--- src/rtl/sdq_alloc_ctrl_pkg.sv ---
// rtl/sdq_alloc_ctrl_pkg.sv - shared sizes and types for the store data queue controller
package sdq_pkg;

  localparam int SDQ_ENTRIES = 17;
  localparam int SDQ_DATA_W  = 64;
  localparam int SDQ_ID_W    = 5;

  typedef logic [SDQ_ID_W-1:0]   sdq_id_t;
  typedef logic [SDQ_DATA_W-1:0] sdq_data_t;
  typedef logic [SDQ_ENTRIES-1:0] sdq_mask_t;

endpackage

--- src/rtl/sdq_alloc_ctrl_if.sv ---
// rtl/sdq_alloc_ctrl_if.sv - enqueue, replay, response and array port bundle
interface sdq_alloc_ctrl_if;
  import sdq_pkg::*;

  logic      enq_valid;
  logic      enq_ready;
  sdq_data_t enq_data;
  sdq_id_t   enq_id;
  logic      rpl_valid;
  logic      rpl_ready;
  sdq_id_t   rpl_id;
  logic      resp_valid;
  logic      resp_ready;
  sdq_data_t resp_data;
  sdq_id_t   resp_id;
  sdq_id_t   mem_R0_addr;
  logic      mem_R0_en;
  sdq_data_t mem_R0_data;
  sdq_id_t   mem_W0_addr;
  logic      mem_W0_en;
  sdq_data_t mem_W0_data;
  sdq_id_t   occupancy;
  logic      err_bad_replay;

  modport slave (
    input  enq_valid, enq_data, rpl_valid, rpl_id, resp_ready, mem_R0_data,
    output enq_ready, enq_id, rpl_ready, resp_valid, resp_data, resp_id,
           mem_R0_addr, mem_R0_en, mem_W0_addr, mem_W0_en, mem_W0_data,
           occupancy, err_bad_replay
  );

  modport master (
    output enq_valid, enq_data, rpl_valid, rpl_id, resp_ready, mem_R0_data,
    input  enq_ready, enq_id, rpl_ready, resp_valid, resp_data, resp_id,
           mem_R0_addr, mem_R0_en, mem_W0_addr, mem_W0_en, mem_W0_data,
           occupancy, err_bad_replay
  );

endinterface

--- src/rtl/sdq_alloc_ctrl_free_list.sv ---
// rtl/sdq_alloc_ctrl_free_list.sv - free mask, lowest-free-slot encoder and occupancy count
module sdq_free_list
  import sdq_pkg::*;
#(
  parameter int ENTRIES = SDQ_ENTRIES,
  parameter int ID_W    = SDQ_ID_W
) (
  input  logic               clock,
  input  logic               reset,
  input  logic               alloc,
  input  logic               free_en,
  input  logic [ID_W-1:0]    free_id,
  output logic [ENTRIES-1:0] free_mask,
  output logic               enq_ready,
  output logic [ID_W-1:0]    enq_id,
  output logic [ID_W-1:0]    occupancy
);

  logic [ENTRIES-1:0] mask_nxt;

  assign enq_ready = |free_mask;

  // Scan from the top so the lowest set bit wins; an empty mask leaves id 0.
  always_comb begin
    enq_id = '0;
    for (int i = ENTRIES - 1; i >= 0; i--) begin
      if (free_mask[i]) enq_id = ID_W'(i);
    end
  end

  // The allocated and freed slots are always distinct: a slot being freed is not free.
  always_comb begin
    mask_nxt = free_mask;
    if (alloc)   mask_nxt[enq_id]  = 1'b0;
    if (free_en) mask_nxt[free_id] = 1'b1;
  end

  always_ff @(posedge clock) begin
    if (reset) begin
      free_mask <= '1;
      occupancy <= '0;
    end else begin
      free_mask <= mask_nxt;
      if (alloc && !free_en)      occupancy <= occupancy + ID_W'(1);
      else if (!alloc && free_en) occupancy <= occupancy - ID_W'(1);
    end
  end

endmodule

--- src/rtl/sdq_alloc_ctrl.sv ---
// rtl/sdq_alloc_ctrl.sv - store data queue slot allocation, array steering and replay response
module sdq_alloc_ctrl
  import sdq_pkg::*;
#(
  parameter int ENTRIES = SDQ_ENTRIES,
  parameter int DATA_W  = SDQ_DATA_W,
  parameter int ID_W    = SDQ_ID_W
) (
  input  logic              clock,
  input  logic              reset,
  sdq_alloc_ctrl_if.slave   bus
);

  localparam logic [ID_W-1:0] LAST_ID = ID_W'(ENTRIES - 1);

  logic [ENTRIES-1:0] free_mask;
  logic               enq_fire;
  logic               rpl_fire;
  logic               resp_fire;
  logic               rpl_bad;
  logic               rpl_good;
  logic               resp_valid_q;
  logic [DATA_W-1:0]  resp_data_q;
  logic [ID_W-1:0]    resp_id_q;
  logic               err_q;

  sdq_free_list #(.ENTRIES(ENTRIES), .ID_W(ID_W)) u_free_list (
    .clock     (clock),
    .reset     (reset),
    .alloc     (enq_fire),
    .free_en   (resp_fire),
    .free_id   (resp_id_q),
    .free_mask (free_mask),
    .enq_ready (bus.enq_ready),
    .enq_id    (bus.enq_id),
    .occupancy (bus.occupancy)
  );

  assign enq_fire  = bus.enq_valid && bus.enq_ready;
  assign resp_fire = resp_valid_q && bus.resp_ready;
  assign bus.rpl_ready = !resp_valid_q || bus.resp_ready;
  assign rpl_fire  = bus.rpl_valid && bus.rpl_ready;

  // Replaying an out-of-range or unallocated slot is swallowed and flagged.
  assign rpl_bad  = (bus.rpl_id > LAST_ID) ? 1'b1 : free_mask[bus.rpl_id];
  assign rpl_good = rpl_fire && !rpl_bad;

  assign bus.mem_W0_en   = enq_fire;
  assign bus.mem_W0_addr = bus.enq_id;
  assign bus.mem_W0_data = bus.enq_data;

  assign bus.mem_R0_en   = rpl_good;
  assign bus.mem_R0_addr = rpl_good ? bus.rpl_id : '0;

  always_ff @(posedge clock) begin
    if (reset) begin
      resp_valid_q <= 1'b0;
      resp_data_q  <= '0;
      resp_id_q    <= '0;
      err_q        <= 1'b0;
    end else begin
      if (rpl_good) begin
        resp_valid_q <= 1'b1;
        resp_data_q  <= bus.mem_R0_data;
        resp_id_q    <= bus.rpl_id;
      end else if (resp_fire) begin
        resp_valid_q <= 1'b0;
      end
      if (rpl_fire && rpl_bad) err_q <= 1'b1;
    end
  end

  assign bus.resp_valid     = resp_valid_q;
  assign bus.resp_data      = resp_data_q;
  assign bus.resp_id        = resp_id_q;
  assign bus.err_bad_replay = err_q;

endmodule
--- src/flat_wrapper.sv ---
// flat-port wrapper written by rule: the top's interface ports become plain ports
module sdq_alloc_ctrl_flat import sdq_pkg::*;
#(
  parameter int ENTRIES = SDQ_ENTRIES,
  parameter int DATA_W  = SDQ_DATA_W,
  parameter int ID_W    = SDQ_ID_W
)
  (clock, reset, bus_enq_valid, bus_enq_data, bus_rpl_valid, bus_rpl_id, bus_resp_ready, bus_mem_R0_data, bus_enq_ready, bus_enq_id, bus_rpl_ready, bus_resp_valid, bus_resp_data, bus_resp_id, bus_mem_R0_addr, bus_mem_R0_en, bus_mem_W0_addr, bus_mem_W0_en, bus_mem_W0_data, bus_occupancy, bus_err_bad_replay);
  sdq_alloc_ctrl_if bus_i ();
  input  logic clock;
  input  logic reset;
  input wire logic [$bits(bus_i.enq_valid)-1:0] bus_enq_valid;
  input wire logic [$bits(bus_i.enq_data)-1:0] bus_enq_data;
  input wire logic [$bits(bus_i.rpl_valid)-1:0] bus_rpl_valid;
  input wire logic [$bits(bus_i.rpl_id)-1:0] bus_rpl_id;
  input wire logic [$bits(bus_i.resp_ready)-1:0] bus_resp_ready;
  input wire logic [$bits(bus_i.mem_R0_data)-1:0] bus_mem_R0_data;
  output wire logic [$bits(bus_i.enq_ready)-1:0] bus_enq_ready;
  output wire logic [$bits(bus_i.enq_id)-1:0] bus_enq_id;
  output wire logic [$bits(bus_i.rpl_ready)-1:0] bus_rpl_ready;
  output wire logic [$bits(bus_i.resp_valid)-1:0] bus_resp_valid;
  output wire logic [$bits(bus_i.resp_data)-1:0] bus_resp_data;
  output wire logic [$bits(bus_i.resp_id)-1:0] bus_resp_id;
  output wire logic [$bits(bus_i.mem_R0_addr)-1:0] bus_mem_R0_addr;
  output wire logic [$bits(bus_i.mem_R0_en)-1:0] bus_mem_R0_en;
  output wire logic [$bits(bus_i.mem_W0_addr)-1:0] bus_mem_W0_addr;
  output wire logic [$bits(bus_i.mem_W0_en)-1:0] bus_mem_W0_en;
  output wire logic [$bits(bus_i.mem_W0_data)-1:0] bus_mem_W0_data;
  output wire logic [$bits(bus_i.occupancy)-1:0] bus_occupancy;
  output wire logic [$bits(bus_i.err_bad_replay)-1:0] bus_err_bad_replay;
  assign bus_i.enq_valid = bus_enq_valid;
  assign bus_i.enq_data = bus_enq_data;
  assign bus_i.rpl_valid = bus_rpl_valid;
  assign bus_i.rpl_id = bus_rpl_id;
  assign bus_i.resp_ready = bus_resp_ready;
  assign bus_i.mem_R0_data = bus_mem_R0_data;
  assign bus_enq_ready = bus_i.enq_ready;
  assign bus_enq_id = bus_i.enq_id;
  assign bus_rpl_ready = bus_i.rpl_ready;
  assign bus_resp_valid = bus_i.resp_valid;
  assign bus_resp_data = bus_i.resp_data;
  assign bus_resp_id = bus_i.resp_id;
  assign bus_mem_R0_addr = bus_i.mem_R0_addr;
  assign bus_mem_R0_en = bus_i.mem_R0_en;
  assign bus_mem_W0_addr = bus_i.mem_W0_addr;
  assign bus_mem_W0_en = bus_i.mem_W0_en;
  assign bus_mem_W0_data = bus_i.mem_W0_data;
  assign bus_occupancy = bus_i.occupancy;
  assign bus_err_bad_replay = bus_i.err_bad_replay;
  sdq_alloc_ctrl #(.ENTRIES(ENTRIES), .DATA_W(DATA_W), .ID_W(ID_W)) u_core (.clock(clock), .reset(reset), .bus(bus_i));
endmodule
--- config.mk ---
export PLATFORM = sky130hd
export DESIGN_NAME = sdq_alloc_ctrl_flat
export DESIGN_NICKNAME = d
export VERILOG_FILES = /design/src/rtl/sdq_alloc_ctrl_pkg.sv /design/src/rtl/sdq_alloc_ctrl_if.sv /design/src/rtl/sdq_alloc_ctrl_free_list.sv /design/src/rtl/sdq_alloc_ctrl.sv /design/src/flat_wrapper.sv
export SDC_FILE = /design/constraint.sdc
export NUM_CORES = 1
export LEC_CHECK = 0
export BUFFER_PORTS_ARGS = -buffer_cell sky130_fd_sc_hd__buf_2
export CAP_MARGIN = 10
export CORE_ASPECT_RATIO = 0.9
export CORE_MARGIN = 8
export CORE_UTILIZATION = 39
export DETAILED_ROUTE_END_ITERATION = 8
export GPL_ROUTABILITY_DRIVEN = 0
export PLACE_DENSITY = 0.85
export SLEW_MARGIN = 20
export SYNTH_ARGS = -nofsm -noshare
export SYNTH_HDL_FRONTEND = slang
export SYNTH_HIERARCHICAL = 1
export SYNTH_SLANG_ARGS = --single-unit
--- constraint.sdc ---
create_clock -name clock -period 3 [get_ports clock]
set_clock_uncertainty 0.15 [all_clocks]
set_input_delay 0.3 -clock clock [delete_from_list [all_inputs] [get_ports clock]]
set_output_delay 0.3 -clock clock [all_outputs]
set_load 0.05 [all_outputs]
## Word level (Yosys, flattened, before mapping)

Index checks and enable logic that the tools add are counted.
W data, S select, Z words.

| operators by class | value |
|---|---|
| $add $sub $neg | 2 |
| $lt $le $gt $ge | 6 |
| muxes and demuxes | 31 |
| bitwise gates (word level) | 3 |
| reduce and logical (&&, ||, !) cells | 17 |

Operator list:

| operator | count |
|---|---|
| $mux W5 | 20 |
| $mux W17 | 2 |
| $lt A5 B6 Y1 const B | 3 |
| $and A17 B17 Y17 | 1 |
| $not A17 Y17 | 1 |
| $or A17 B17 Y17 | 1 |
| $reduce_or A17 Y1 | 1 |
| $demux W1 S5 | 2 |
| $ge A5 B1 Y1 const B | 2 |
| $logic_and A1 B1 Y1 | 9 |
| $mux W1 | 6 |
| $add A5 B1 Y5 const B | 1 |
| $bmux W1 S5 | 1 |
| $gt A5 B5 Y1 const B | 1 |
| $sub A5 B1 Y5 const B | 1 |
| $logic_not A1 Y1 | 4 |
| $reduce_bool A2 Y1 | 2 |
| $logic_or A1 B1 Y1 | 1 |

| word-level totals | value |
|---|---|
| register bits after elaboration | 93 |
| bits of input ports | 138 |
| logic and storage cells | 65 |

## Depth between registers and ports, before layout

| logic depth | value |
|---|---|
| depth after elaboration | 26 |
| depth in mapped cells | 14 |
| mapped depth without buffers | 14 |

## Cells and area by module

Netlist, hierarchy kept.

Modules (own cells, without submodules):

| module | times used | cells an instance | area each (µm²) | sequential area each (µm²) |
|---|---|---|---|---|
| sdq_alloc_ctrl | 1 | 573 | 4,682.0 | 1,421.4 |
| sdq_free_list | 1 | 147 | 1,249.9 | 440.4 |

## Least setup slack after synthesis

OpenSTA, ideal clock, no wires.

| path | value |
|---|---|
| path kind | flip-flop to flip-flop |
| start point | reg u_core.u_free_list.free_mask[7] |
| end point | reg u_core.u_free_list.occupancy[4] |
| library setup time | 0.070 ns |
| arrival | 3.540 ns |
| required time | 2.780 ns |
| setup slack | -0.761 ns |
| cell stages (with the launch flop) | 14 |
| buffers on the path | 0 |
| period minus slack after synthesis | 3.761 ns |
| cells stage by stage | dfxtp_1 -> nor4_1 -> nand2_1 -> nor3_1 -> nand2b_1 -> and2_1 -> ha_1 -> inv_1 -> ha_1 -> a21o_1 -> a21oi_1 -> xnor2_1 -> or3_1 -> a21oi_1 |

| between the ends | value |
|---|---|
| longest elaborated chain between the ends | 5 |
| elaborated cells on any way between the ends | 7 |

Ends and longest elaborated chain:

| element | line | RTL |
|---|---|---|
| start: declaration | sdq_alloc_ctrl_free_list.sv:13 | `output logic [ENTRIES-1:0] free_mask,` |
| start signal: assignment | sdq_alloc_ctrl_free_list.sv:43 | `free_mask <= mask_nxt;` |
| $reduce_or A17 Y1 (*) | sdq_alloc_ctrl_free_list.sv:21 | `assign enq_ready = \|free_mask;` |
| named net bus_enq_ready | flat_wrapper.sv:18 | `output wire logic [$bits(bus_i.enq_ready)-1:0] bus_enq_ready;` |
| $logic_and A1 B1 Y1 (*) | sdq_alloc_ctrl.sv:39 | `assign enq_fire = bus.enq_valid && bus.enq_ready;` |
| named net bus_mem_W0_en | flat_wrapper.sv:27 | `output wire logic [$bits(bus_i.mem_W0_en)-1:0] bus_mem_W0_en;` |
| $logic_not A1 Y1 | sdq_alloc_ctrl_free_list.sv:45 | `else if (!alloc && free_en) occupancy <= occupancy - ID_W'(1);` |
| $logic_and A1 B1 Y1 | sdq_alloc_ctrl_free_list.sv:45 |  |
| $reduce_bool A2 Y1 (no source line) | n/a |  |
| end signal: assignment | sdq_alloc_ctrl_free_list.sv:44 | `if (alloc && !free_en) occupancy <= occupancy + ID_W'(1);` |
| end signal: assignment | sdq_alloc_ctrl_free_list.sv:45 |  |
| end: declaration | sdq_alloc_ctrl_free_list.sv:16 | `output logic [ID_W-1:0] occupancy` |

The timed path passes the listed nets; every way through them passes the cells marked *.
A chain may end at the register's enable or synchronous reset.

## Worst setup path in the final report

| path | value |
|---|---|
| start point | reg u_core.u_free_list.free_mask[15] |
| end point | reg u_core.u_free_list.occupancy[4] |

| between the ends | value |
|---|---|
| longest elaborated chain between the ends | 5 |
| elaborated cells on any way between the ends | 7 |

Ends and longest elaborated chain:

| element | line |
|---|---|
| $reduce_or A17 Y1 (*) | sdq_alloc_ctrl_free_list.sv:21 |
| $logic_and A1 B1 Y1 (*) | sdq_alloc_ctrl.sv:39 |
| $logic_not A1 Y1 | sdq_alloc_ctrl_free_list.sv:45 |
| $logic_and A1 B1 Y1 | sdq_alloc_ctrl_free_list.sv:45 |
| $reduce_bool A2 Y1 (no source line) | n/a |

Every way passes the cells marked *; elsewhere a longest branch is shown, timed or not.

==> results.md <==
* Run status: completed
* Post-synth top area share at 31.4%
* XOR/XNOR Fraction of Synth Area at 0.591%
* Leakage at around 2.9 nW
* Slew Limit Fails at 0
* Number of synthesized flops with an enable pin at 0
* Commonest non-fill, non-tap cell in the layout: nand3_1
* Initial antenna violation count at 0
* IO buf count at 168
* CTS tree: built
* Number of nets in the layout at 928
* Hold Fails Final Rpt at 0
* Post-Syn Area per Cell at 8.24 sq um
* Reg2Reg Depth at 13
* Final ANT Viol Nets at 0
* Die Span Y at 133 microns
* Synth Register Bits at 93
* Post-detailed-route DRC marker count at 0
* Mapped Cells at 720
* Final Routed Wirelength at ~17000 microns
* Die ar. at 19400 sq um
* Row count at 42
* CTS max path bufs at 2
* CTS Root Cell: clkbuf_16
* FF-to-FF Start: u_core/u_free_list/free_mask[15]$_SDFF_PP1_
* Cell Area, Synth at 5930 sq um
* Worst Hold Path Cells at 3
* Final Cycle Share at 95.7%
* Worst endpoint data arrival time at around 3.0 ns
* Largest net degree at the start of global routing at about 80
* ANT cells at 0
* Largest area contributor in the netlist: dfxtp_1
* Fmax at between 0.3 and 0.4 GHz
* Yosys cell types at 54
* I/O pins at 297
* Worst reg2reg endpoint: u_core/u_free_list/occupancy[4]$_SDFFE_PP0P_
* Largest family of logic cells by synthesized area: simple AND/OR/NAND/NOR gates
* GRT Util Overall at 17.3%
* First-pass GRT wire length at 28100 microns
* Area growth from synthesis to layout at 13.2%
* Worst VDD drop at 0.403 mV
* Simple-Gate Fraction of Synth Area at 35.0%
* Top post-synthesis cells by area: dfxtp_1 31%, nand3_1 14%, buf_4 8.9%
* Multi-input gate area at around 3200 sq um
* # H-tree levels at 3
* Max_cap viols at 0
* Syn Nets at 863
* Core Area at 14800 sq um
* Total negative setup slack at 0 ns
* CP Capture Type: register
* Post-Synth Adder-Cell Area at 1.18%
* Yosys warning count at 6
* Clock slew at reported path FFs at 0.07 ns
* Post-synthesis mux area share at around 1.8%
* Tot Pwr at about 3.4 mW
* Final period demand of the worst path at approximately 2.9 ns
* Worst Path Max Fanout at 7
* Worst Hold Class: in -> reg
* Clock Latency Late Sink at 0.34 ns
* CP max stage cell: dfxtp_1
* Dpl hpwl at about 12000 microns
* PwrDens at 512 nW/um^2
* Cts hold-fix bufs at 0
* Commonest cells after routing, fill and taps aside: 170 x nand3_1, 167 x buf_2, 92 x dfxtp_1
* RSZ-0062 raised after global routing: no
* Worst-margin pin slew at ~0.85 ns
* Slew HR at 42.7%
* Num CTS Buffers at 9
* Via count at 5701
* Hold path endpoint: u_core/bus.resp_data[46]$_SDFFE_PP0P_
* 1st-pass router iterations at 5
* Critical path type: reg -> reg
* HP Start: bus_mem_R0_data[46]
* Flop2flop setup slack at 0.13 ns
* Chip width at 146 microns
* Layout cells sized above 1 at 33.7%
* Vias per cell at 5.78
* Worst-path cell chain: nor2_1, nand2_1, nor3_4, nand2b_4, and2_4, ha_4, inv_2, ha_1, a21o_1, a21oi_2, xnor2_1, or3_1, a21oi_1
* Vias in the first global route at about 5400
* WL per Instance at 17.4 microns
* Synth Flop Type: dfxtp_1
* Initial Utilization at approximately two fifths
* Grt ovf at 0
* Synth Area in Compound Gates at between 10 and 15%
* Storage cell area at approximately 1900 sq um
* Critical path startpoint category: register
* Iter 0 DRT Violations at roughly 390
* Clk sinks at 93
* Final setup fails at 0
* Async set-reset flop share out of synthesis at 0%
* Register area share after synthesis at 31.4%
* WP data required at 3.13 ns
* CP max stage delay at 0.34 ns
* Layout fillers at 1451
[stage by stage]
step	hold slack (ns)	worst slack [ns]	instances	utilization, %	instance area (sq um)
final	0.0355	0.129	987	45.3	6720
after global routing	0.0247	0.00366	987	45.3	6720
after CTS	0.0130	0.0572	986	45.2	6700
after detailed placement	0.323	0.0590	971	42.9	6350
after global placement	0.320	0.126	971	42.9	6350
after floorplan	0.270	0.0108	720	-	5990
[critical path: cells and delay by family (launching register included)]
family          cells  cell delay (ns)
flops               1             0.34
fa+ha+maj           2             0.44
compound gates      3             0.48
buf+inv             1             0.09
xor+xnor            1             0.08
simple gates        6             1.22
[kinds of logic (layout without fill, tap and decap cells)]
kind of cell,after synthesis,after routing
xor gates and xnor gates,4,4
and+or+nand+nor,349,349
buffers and inverters,142,211
DFF,93,93
AOI/OAI and AO/OA,120,120
adders and majority gates,5,5
muxes,7,7
[where the power goes]
part	switching (mW)	internal [mW]	leakage (nW)
Combinational	0.538	0.206	1.94
Sequential	0.0556	1.31	0.757
Clock	0.480	0.854	0.172
[state kept, by name (all words and copies together) (netlist names)]
| register | cells |
|---|---|
| u_core/u_free_list/free_mask | 17 |
| u_core/bus.resp_data | 64 |
| u_core/bus.err_bad_replay | 1 |
| u_core/u_free_list/occupancy | 5 |
| u_core/bus.resp_id | 5 |
| u_core/bus.resp_valid | 1 |
[timing repair]
| item | in CTS | in global routing |
|---|---|---|
| setup endpoints to repair | 0 | 1 |
| hold endpoints to repair | 0 | 0 |
| resized for setup | 0 | 1 |
| setup buffers | 0 | 1 |
[metal layers]
metal  GRT usage, %  wire length [microns]  part of all wire [%]
met3           6.17                   1590                   9.2
met4           7.66                    429                   2.5
met5              0                      0                     0
met1           20.9                   7310                    43
met2           27.2                   7870                    46
[synth_stat cells (7+ instances only)]
cell and number:
nand3_1 170, a21oi_1 11, a221o_1 12, buf_4 70, buf_6 11, nand3_2 30
nor2_1 26, clkbuf_1 41, buf_2 9, a31oi_1 68, nand2_1 17, and3_1 7
dfxtp_1 93, nand2b_1 9, nor3b_1 68, o21ai_0 7
[worst max path at each step]
stage	startpoint	end	cells past startpoint	slack, ns
2_1_floorplan	u_core/u_free_list/free_mask[4]$_SDFF_PP1_	u_core/u_free_list/occupancy[4]$_SDFFE_PP0P_	13	0.01
6_report	u_core/u_free_list/free_mask[15]$_SDFF_PP1_	u_core/u_free_list/occupancy[4]$_SDFFE_PP0P_	13	0.13
3_5_place_dp	u_core/u_free_list/free_mask[3]$_SDFF_PP1_	u_core/u_free_list/occupancy[4]$_SDFFE_PP0P_	13	0.06
5_1_grt	u_core/u_free_list/free_mask[15]$_SDFF_PP1_	u_core/u_free_list/occupancy[4]$_SDFFE_PP0P_	13	0.004
4_1_cts	u_core/u_free_list/free_mask[3]$_SDFF_PP1_	u_core/u_free_list/occupancy[4]$_SDFFE_PP0P_	13	0.06
3_3_place_gp	u_core/u_free_list/free_mask[3]$_SDFF_PP1_	u_core/u_free_list/occupancy[4]$_SDFFE_PP0P_	13	0.13
[final cells by class]
| class | instances | area share [%] |
|---|---|---|
| clock buffer | 11 | 3.76 |
| clock inverter | 4 | 1.42 |
| inverter | 7 | 0.391 |
| multi-input combinational | 485 | 47.9 |
| sequential | 93 | 27.7 |
| tap | 198 | 3.69 |
| timing repair buffer | 189 | 15.1 |
Power figures use the tool's default switching activity.
